**config.mk**
```make
export PLATFORM = sky130hd
export DESIGN_NAME = ahb_apb_bridge
export DESIGN_NICKNAME = d
export VERILOG_FILES = /design/src/rtl/ahb_apb_bridge_pkg.sv /design/src/rtl/apb_strb_gen.sv /design/src/rtl/ahb_apb_bridge.sv
export SDC_FILE = /design/constraint.sdc
export NUM_CORES = 1
export LEC_CHECK = 0
export ABC_AREA = 0
export BUFFER_PORTS_ARGS = -buffer_cell sky130_fd_sc_hd__buf_2
export CAP_MARGIN = 10
export CORE_AREA = 2 2 107 88
export DETAILED_ROUTE_END_ITERATION = 10
export DIE_AREA = 0 0 109 90
export PLACE_DENSITY = 0.75
export SYNTH_ARGS = -nofsm -noshare
export SYNTH_HDL_FRONTEND = slang
export SYNTH_SLANG_ARGS = --single-unit
```
**constraint.sdc**
```tcl
create_clock -name hclk -period 2.05 [get_ports hclk]
set_input_delay 0.41 -clock hclk [delete_from_list [all_inputs] [get_ports hclk]]
set_output_delay 0.41 -clock hclk [all_outputs]
set_load 0.03 [all_outputs]
```
**src/rtl/ahb_apb_bridge_pkg.sv**
```systemverilog
// Shared types and AHB/APB encodings for the AHB-Lite to APB bridge.
package ahb_apb_bridge_pkg;

    typedef enum logic [2:0] {
        ST_IDLE,
        ST_SETUP,
        ST_ACCESS,
        ST_DONE,
        ST_ERR1,
        ST_ERR2
    } state_t;

    localparam logic [1:0] HTRANS_IDLE   = 2'd0;
    localparam logic [1:0] HTRANS_BUSY   = 2'd1;
    localparam logic [1:0] HTRANS_NONSEQ = 2'd2;
    localparam logic [1:0] HTRANS_SEQ    = 2'd3;

    localparam logic [2:0] HSIZE_BYTE = 3'd0;
    localparam logic [2:0] HSIZE_HALF = 3'd1;
    localparam logic [2:0] HSIZE_WORD = 3'd2;

    localparam logic HRESP_OKAY  = 1'b0;
    localparam logic HRESP_ERROR = 1'b1;

    // The APB side is 32 bits wide, so anything wider than a word is refused.
    function automatic logic hsize_legal(input logic [2:0] hsize);
        return hsize <= HSIZE_WORD;
    endfunction

endpackage

```
**src/rtl/apb_strb_gen.sv**
```systemverilog
// Byte-lane strobe decode for APB writes; reads and illegal sizes give no lanes.
module apb_strb_gen
    import ahb_apb_bridge_pkg::*;
(
    input  logic [2:0] hsize,
    input  logic [1:0] addr,
    input  logic       write,
    output logic [3:0] strb
);

    always_comb begin
        strb = 4'b0000;
        if (write) begin
            case (hsize)
                HSIZE_BYTE: strb = 4'b0001 << addr;
                HSIZE_HALF: strb = 4'b0011 << {addr[1], 1'b0};
                HSIZE_WORD: strb = 4'b1111;
                default:    strb = 4'b0000;
            endcase
        end
    end

endmodule

```
**src/rtl/ahb_apb_bridge.sv**
```systemverilog
// AHB-Lite responder to APB initiator bridge: one APB access per AHB transfer,
// OKAY or two-cycle ERROR response, pipelined next address taken in DONE/ERR2.
module ahb_apb_bridge
    import ahb_apb_bridge_pkg::*;
#(
    parameter int ADDR_WIDTH = 12
) (
    input  logic                  hclk,
    input  logic                  reset,
    input  logic                  hsels,
    input  logic [ADDR_WIDTH-1:0] haddrs,
    input  logic [1:0]            htranss,
    input  logic [2:0]            hsizes,
    input  logic                  hwrites,
    input  logic                  hreadys,
    input  logic [31:0]           hwdatas,
    output logic                  hreadyouts,
    output logic                  hresps,
    output logic [31:0]           hrdatas,
    output logic [ADDR_WIDTH-1:0] PADDR,
    output logic                  PSEL,
    output logic                  PENABLE,
    output logic                  PWRITE,
    output logic [3:0]            PSTRB,
    output logic [31:0]           PWDATA,
    input  logic [31:0]           PRDATA,
    input  logic                  PREADY,
    input  logic                  PSLVERR
);

    state_t                r_state;
    logic [ADDR_WIDTH-1:0] r_paddr;
    logic                  r_pwrite;
    logic [3:0]            r_pstrb;
    logic [31:0]           r_pwdata;
    logic                  r_psel;
    logic                  r_penable;
    logic                  r_hreadyout;
    logic                  r_hresp;
    logic [31:0]           r_hrdata;

    logic       w_active_trans;
    logic       w_can_accept;
    logic       w_accept;
    logic [3:0] w_strb;

    assign w_active_trans = (htranss == HTRANS_NONSEQ) || (htranss == HTRANS_SEQ);
    assign w_can_accept   = (r_state == ST_IDLE) || (r_state == ST_DONE) || (r_state == ST_ERR2);
    assign w_accept       = hsels && hreadys && w_active_trans && w_can_accept;

    apb_strb_gen u_strb (
        .hsize (hsizes),
        .addr  (haddrs[1:0]),
        .write (hwrites),
        .strb  (w_strb)
    );

    always_ff @(posedge hclk) begin
        if (reset) begin
            r_state     <= ST_IDLE;
            r_paddr     <= '0;
            r_pwrite    <= 1'b0;
            r_pstrb     <= 4'b0000;
            r_pwdata    <= 32'h0;
            r_psel      <= 1'b0;
            r_penable   <= 1'b0;
            r_hreadyout <= 1'b1;
            r_hresp     <= HRESP_OKAY;
            r_hrdata    <= 32'h0;
        end else begin
            case (r_state)
                ST_IDLE, ST_DONE, ST_ERR2: begin
                    r_state     <= ST_IDLE;
                    r_psel      <= 1'b0;
                    r_penable   <= 1'b0;
                    r_hreadyout <= 1'b1;
                    r_hresp     <= HRESP_OKAY;
                    if (w_accept) begin
                        r_paddr     <= haddrs;
                        r_pwrite    <= hwrites;
                        r_pstrb     <= w_strb;
                        r_hreadyout <= 1'b0;
                        if (hsize_legal(hsizes)) begin
                            r_state <= ST_SETUP;
                            r_psel  <= 1'b1;
                        end else begin
                            r_state <= ST_ERR1;
                            r_hresp <= HRESP_ERROR;
                        end
                    end
                end
                ST_SETUP: begin
                    r_state   <= ST_ACCESS;
                    r_penable <= 1'b1;
                    r_pwdata  <= hwdatas;
                end
                ST_ACCESS: begin
                    if (PREADY) begin
                        r_psel    <= 1'b0;
                        r_penable <= 1'b0;
                        if (PSLVERR) begin
                            r_state <= ST_ERR1;
                            r_hresp <= HRESP_ERROR;
                        end else begin
                            r_state     <= ST_DONE;
                            r_hreadyout <= 1'b1;
                            if (!r_pwrite) r_hrdata <= PRDATA;
                        end
                    end
                end
                ST_ERR1: begin
                    r_state     <= ST_ERR2;
                    r_hreadyout <= 1'b1;
                end
                default: r_state <= ST_IDLE;
            endcase
        end
    end

    // Write data only arrives in the AHB data phase (SETUP), so it is passed
    // through there and held from the register for the rest of the access.
    assign PWDATA     = (r_state == ST_SETUP) ? hwdatas : r_pwdata;
    assign PADDR      = r_paddr;
    assign PSEL       = r_psel;
    assign PENABLE    = r_penable;
    assign PWRITE     = r_pwrite;
    assign PSTRB      = r_pstrb;
    assign hreadyouts = r_hreadyout;
    assign hresps     = r_hresp;
    assign hrdatas    = r_hrdata;

endmodule

```
* Yosys cells after proc, flatten, opt, wreduce, memory -nomap -nowiden *
Cells that the tools add are included.

storage, ports and cells
  flip-flop bits (word level) = 88
  bits in latches = 0
  memory bits (writable) = 0
  bits in read-only memories = 0
  bits of input ports = 88
  word-level logic and storage cells = 67
  memories = 0

cells by class
  add/sub/neg operators = 0
  $mul = 0
  divide/modulo/power cells = 0
  $lt $le $gt $ge = 1
  eq/ne operators = 12
  shift operators = 2
  muxes and demuxes = 22
  bitwise logic cells = 2
  reductions and logical operators = 18

operators by type and width
  cell                   count
  $mux W32               1
  $mux W3                4
  $pmux W3 S4            1
  $pmux W4 S3            1
  $mux W1                10
  $eq A3 B2 Y1 const B   3
  $eq A3 B1 Y1 const B   2
  $eq A3 B3 Y1 const B   2
  $logic_not A3 Y1       2
  $ne A2 B2 Y1 const B   3
  $pmux W1 S3            2
  $reduce_and A2 Y1      3
  $reduce_and A3 Y1      2
  $reduce_bool A3 Y1     2
  $eq A2 B2 Y1 const B   2
  $mux W4                1
  $pmux W1 S2            2
  $reduce_and A4 Y1      1
  $shl A1 B2 Y4 const A  1
  $shl A2 B2 Y4 const A  1
  $le A3 B2 Y1 const B   1
  $logic_and A1 B1 Y1    3
  $logic_or A1 B1 Y1     3
  $reduce_or A3 Y1       1
  other kinds (2)        3

* Logic depth before layout (Yosys ltp) *
  depth after elaboration = 6
  mapped depth = 6

* Modules after synthesis *
A second synthesis with hierarchy kept.

second synthesis, totals
  cell total of the unflattened synthesis = 363
  area total of the unflattened synthesis = 3,445.8 um2

by module, submodules not included
  module          times used  cells each  area each (um2)  seq. area each (um2)
  ahb_apb_bridge  1           350         3,372.0          1,761.7
  apb_strb_gen    1           13          73.8             0.0

* Least setup slack after synthesis *
Ideal clock, no wire load.

  path kind = reg2out
  from = register r_state[1]
  to = output PWDATA[23]
  arrival time = 1.462 ns
  path slack = 0.178 ns
  cell stages (with the launch flop) = 5
  buffers on the path = 2
  cell sequence = dfxtp_1 -> buf_2 -> nor3b_4 -> buf_6 -> mux2_1

on the way
  cells in the longest elaborated chain, start to end = 2

RTL lines
  element                 line                   source
  start, declared         ahb_apb_bridge.sv:31   state_t r_state;
  start signal, assigned  ahb_apb_bridge.sv:60   r_state <= ST_IDLE;
  start signal, assigned  ahb_apb_bridge.sv:73   r_state <= ST_IDLE;
  start signal, assigned  ahb_apb_bridge.sv:84   r_state <= ST_SETUP;
  $eq A3 B1 Y1            ahb_apb_bridge.sv:122  assign PWDATA = (r_state == ST_SETUP) ? hwdatas : r_pwdata;
  $mux W32                --
  end, declared           ahb_apb_bridge.sv:25   output logic [31:0] PWDATA,

Every way passes these cells.

* Worst setup path in the final report *
  from = register r_state[1]
  to = output PWDATA[7]

Same word-level chain as after synthesis.

==> reports/qor.yml <==
finalCritPeriodShare_pct: 103
failed_checks: "setup timing"
drc: 0
cp.arrival_ns: 1.70
syn_nets: 447
synth-simple-area-share_pct: 18.7
skew_ns: 0.00639
rows: 31
timing.slew.headroom_pct: 75.2
cts_inserted_buffers: 9
worst_r2r_path_depth: 6
die_x_um: 109
postRouteAntennaNets: 0
yosysUniqueCellTypes: 29
r2r_slack_ns: 0.30
htreeDepth: 3
worst_pin_slew_ns: 0.372
clkSinkCount: 88
hold_path.class: "primary input to flip-flop"
crit_path_start: "r_state[1]"
worstSetupEndpointType: "primary output"
synth_area_um2: 3410
cts_root_buffer: "clkbuf_8"
setup_ws_ns: -0.0598
hpwlAfterDp_mm: 5.96
drt_pass1_iterations: 4
start_kind: "flip-flop"
ys_ff_latch: 88
fmax_mhz: 474
synth_top_family_by_area: "simple AND/OR/NAND/NOR gates"
crit_fanout: 8
antenna-diode-count: 0
status: "complete, but fails checks"
fin_crit_ns: 2.11
hold_buffers: 0
ys_seq_area_share_pct: 51.7
first_global_vias: 2963
yosys_warnings: 0
wl_per_cell_um: 13.1
powerDensity_nw_per_um2: 758
drtIter0Drc: 152
cap_violations: 0
area_growth_pct: 41.3
core_um2: 8800
rr_endpoint: "hrdatas[19]"
post_dp_cell_area_um2: 4370
via_count: 3067
io_buffer_count: 171
clock_latency_ns: 0.34
drive_gt1_share_pct: 43.9
path_class: "flip-flop to primary output"
fin_area_um2: 4810
finalSetupViolations: 32
r2r-start: "r_state[1]"
stdcell_count: 650
antenna_found_initial: 0
worstHoldPathCells: 3
synthXorXnorAreaFrac_pct: 0.478
synth_compound_area_share_pct: 9.96
start_util_pct: 38.7
hold_viol_final: 0
syn_inst: 359
final_net_count: 620
vdd_drop_max_v: 0.000471
clk_path_buf_depth: 2
vias_per_cell: 4.72
rsz0062_at_grt: "true"
cts_tree: "done"
io_pins: 173
p_leak_nw: 2.33
synthAdderAreaFrac_pct: 0
path_clk_slew_ns: 0.08
syn_avg_cell_area_um2: 9.49
dieHeight_um: 90
gp_congestion: 0.807
place_inst: 631
grt.overflow.total: 0
die_area_um2: 9810
grt_pass1_wl_mm: 13.1
grt_max_degree: 40
drv_slew: 0
wl_mm: 8.51
crit_end: "PWDATA[7]"
crit_required_ns: 1.64
synthMuxAreaShare_pct: 14.7
grt_usage_pct: 16.9
## routing by layer
metal  share of wire [%]  track usage [%]  vias up
met2                  48             29.6      104
li1                    -                -     1536
met1                  43             18.9     1412
met5                   0                0        -
met3                 6.4             4.64       15
met4                 2.6             7.16        0
## registers in the layout (all words and copies together) (netlist names)
register,count
hrdatas,32
r_pwdata,32
PADDR,12
PSTRB,4
r_state,3
PENABLE,1
PSEL,1
PWRITE,1
hreadyouts,1
hresps,1
## metrics by stage
step	util (%)	total power, W	hold WS (ns)	TNS [ns]	setup WS (ns)
finish	54.7	0.00365	0.298	-1.43	-0.0598
global route	54.7	0.00382	0.282	-3.34	-0.118
CTS	53.5	0.00367	0.277	-2.59	-0.0903
detailed placement	49.7	0.00235	0.447	0	0.259
global placement	49.7	0.00234	0.439	0	0.258
floorplan	-	0.00216	0.546	0	0.178
## layout by cell type (no fill, tap or decap), types with 10 or more instances in the layout
master	count
a21oi_1	40
and2_1	32
buf_2	142
buf_4	23
buf_6	18
clkbuf_8	10
dfxtp_1	86
mux2_2	21
mux2i_1	14
nand2_1	66
nor2_1	19
## worst min-delay path by stage
stage                  end   startpoint
6_report          PADDR[4]    haddrs[4]
5_1_grt        hrdatas[13]   PRDATA[13]
4_1_cts           PADDR[4]    haddrs[4]
3_5_place_dp   hrdatas[13]  hrdatas[13]
3_3_place_gp   hrdatas[13]  hrdatas[13]
2_1_floorplan  hrdatas[16]   PRDATA[16]
## worst max-delay path: stages, from the launching register on
cell,delay [ns]
dfxtp_2,0.34
nor3b_4,0.23
buf_6,0.15
buf_12,0.13
mux2_2,0.35
buf_6,0.14
## area by class of cell
class / count / area [um2]
clock buffers: 10 / 138
clock inverters: 4 / 70.1
fillers: 795 / 3990
inverters: 5 / 18.8
multi-input cells: 242 / 1530
flip-flops and latches: 88 / 1760
well taps: 115 / 144
repair buffers: 186 / 1150
## synthesized netlist by cell type, drive strengths merged
library cell / n / area [um2]
dfxtp: 88 / 1760
nand2: 66 / 248
a21oi: 40 / 200
and2: 32 / 200
mux2: 32 / 360
nor2: 19 / 71.3
clkbuf: 14 / 52.6
mux2i: 14 / 140
buf: 10 / 80.1
o21ai: 9 / 45.0
inv: 5 / 18.8
nand3: 5 / 25.0
nor3: 4 / 20.0
nor3b: 4 / 41.3
o41ai: 4 / 35.0
and3: 2 / 12.5
nand2b: 2 / 12.5
o21a: 2 / 15.0
a21boi: 1 / 7.51
a21o: 1 / 7.51
nor2b: 1 / 6.26
o211ai: 1 / 12.5
o21bai: 1 / 7.51
o32ai: 1 / 8.76
xor2: 1 / 16.3
## report_power, final
part,total [W],switching (W),internal (W)
Combinational,0.000607,0.000330,0.000277
Sequential,0.00178,0.0000195,0.00176
Clock,0.00127,0.000564,0.000703
## kinds of logic after synthesis
family                 after synthesis
AND/OR/NAND/NOR                    135
flip-flops                          88
AO/OA/AOI/OAI                       60
multiplexers                        46
buffers and inverters               29
XOR/XNOR                             1
## repair_timing
| action | CTS | global route |
|---|---|---|
| setup endpoints to repair | 32 | 32 |
| gates cloned | 1 | 1 |
| gates resized for setup | 32 | 28 |
| pin swaps | 1 | 1 |
| setup buffers | 3 | 1 |
(Power assumes the default switching activity.)
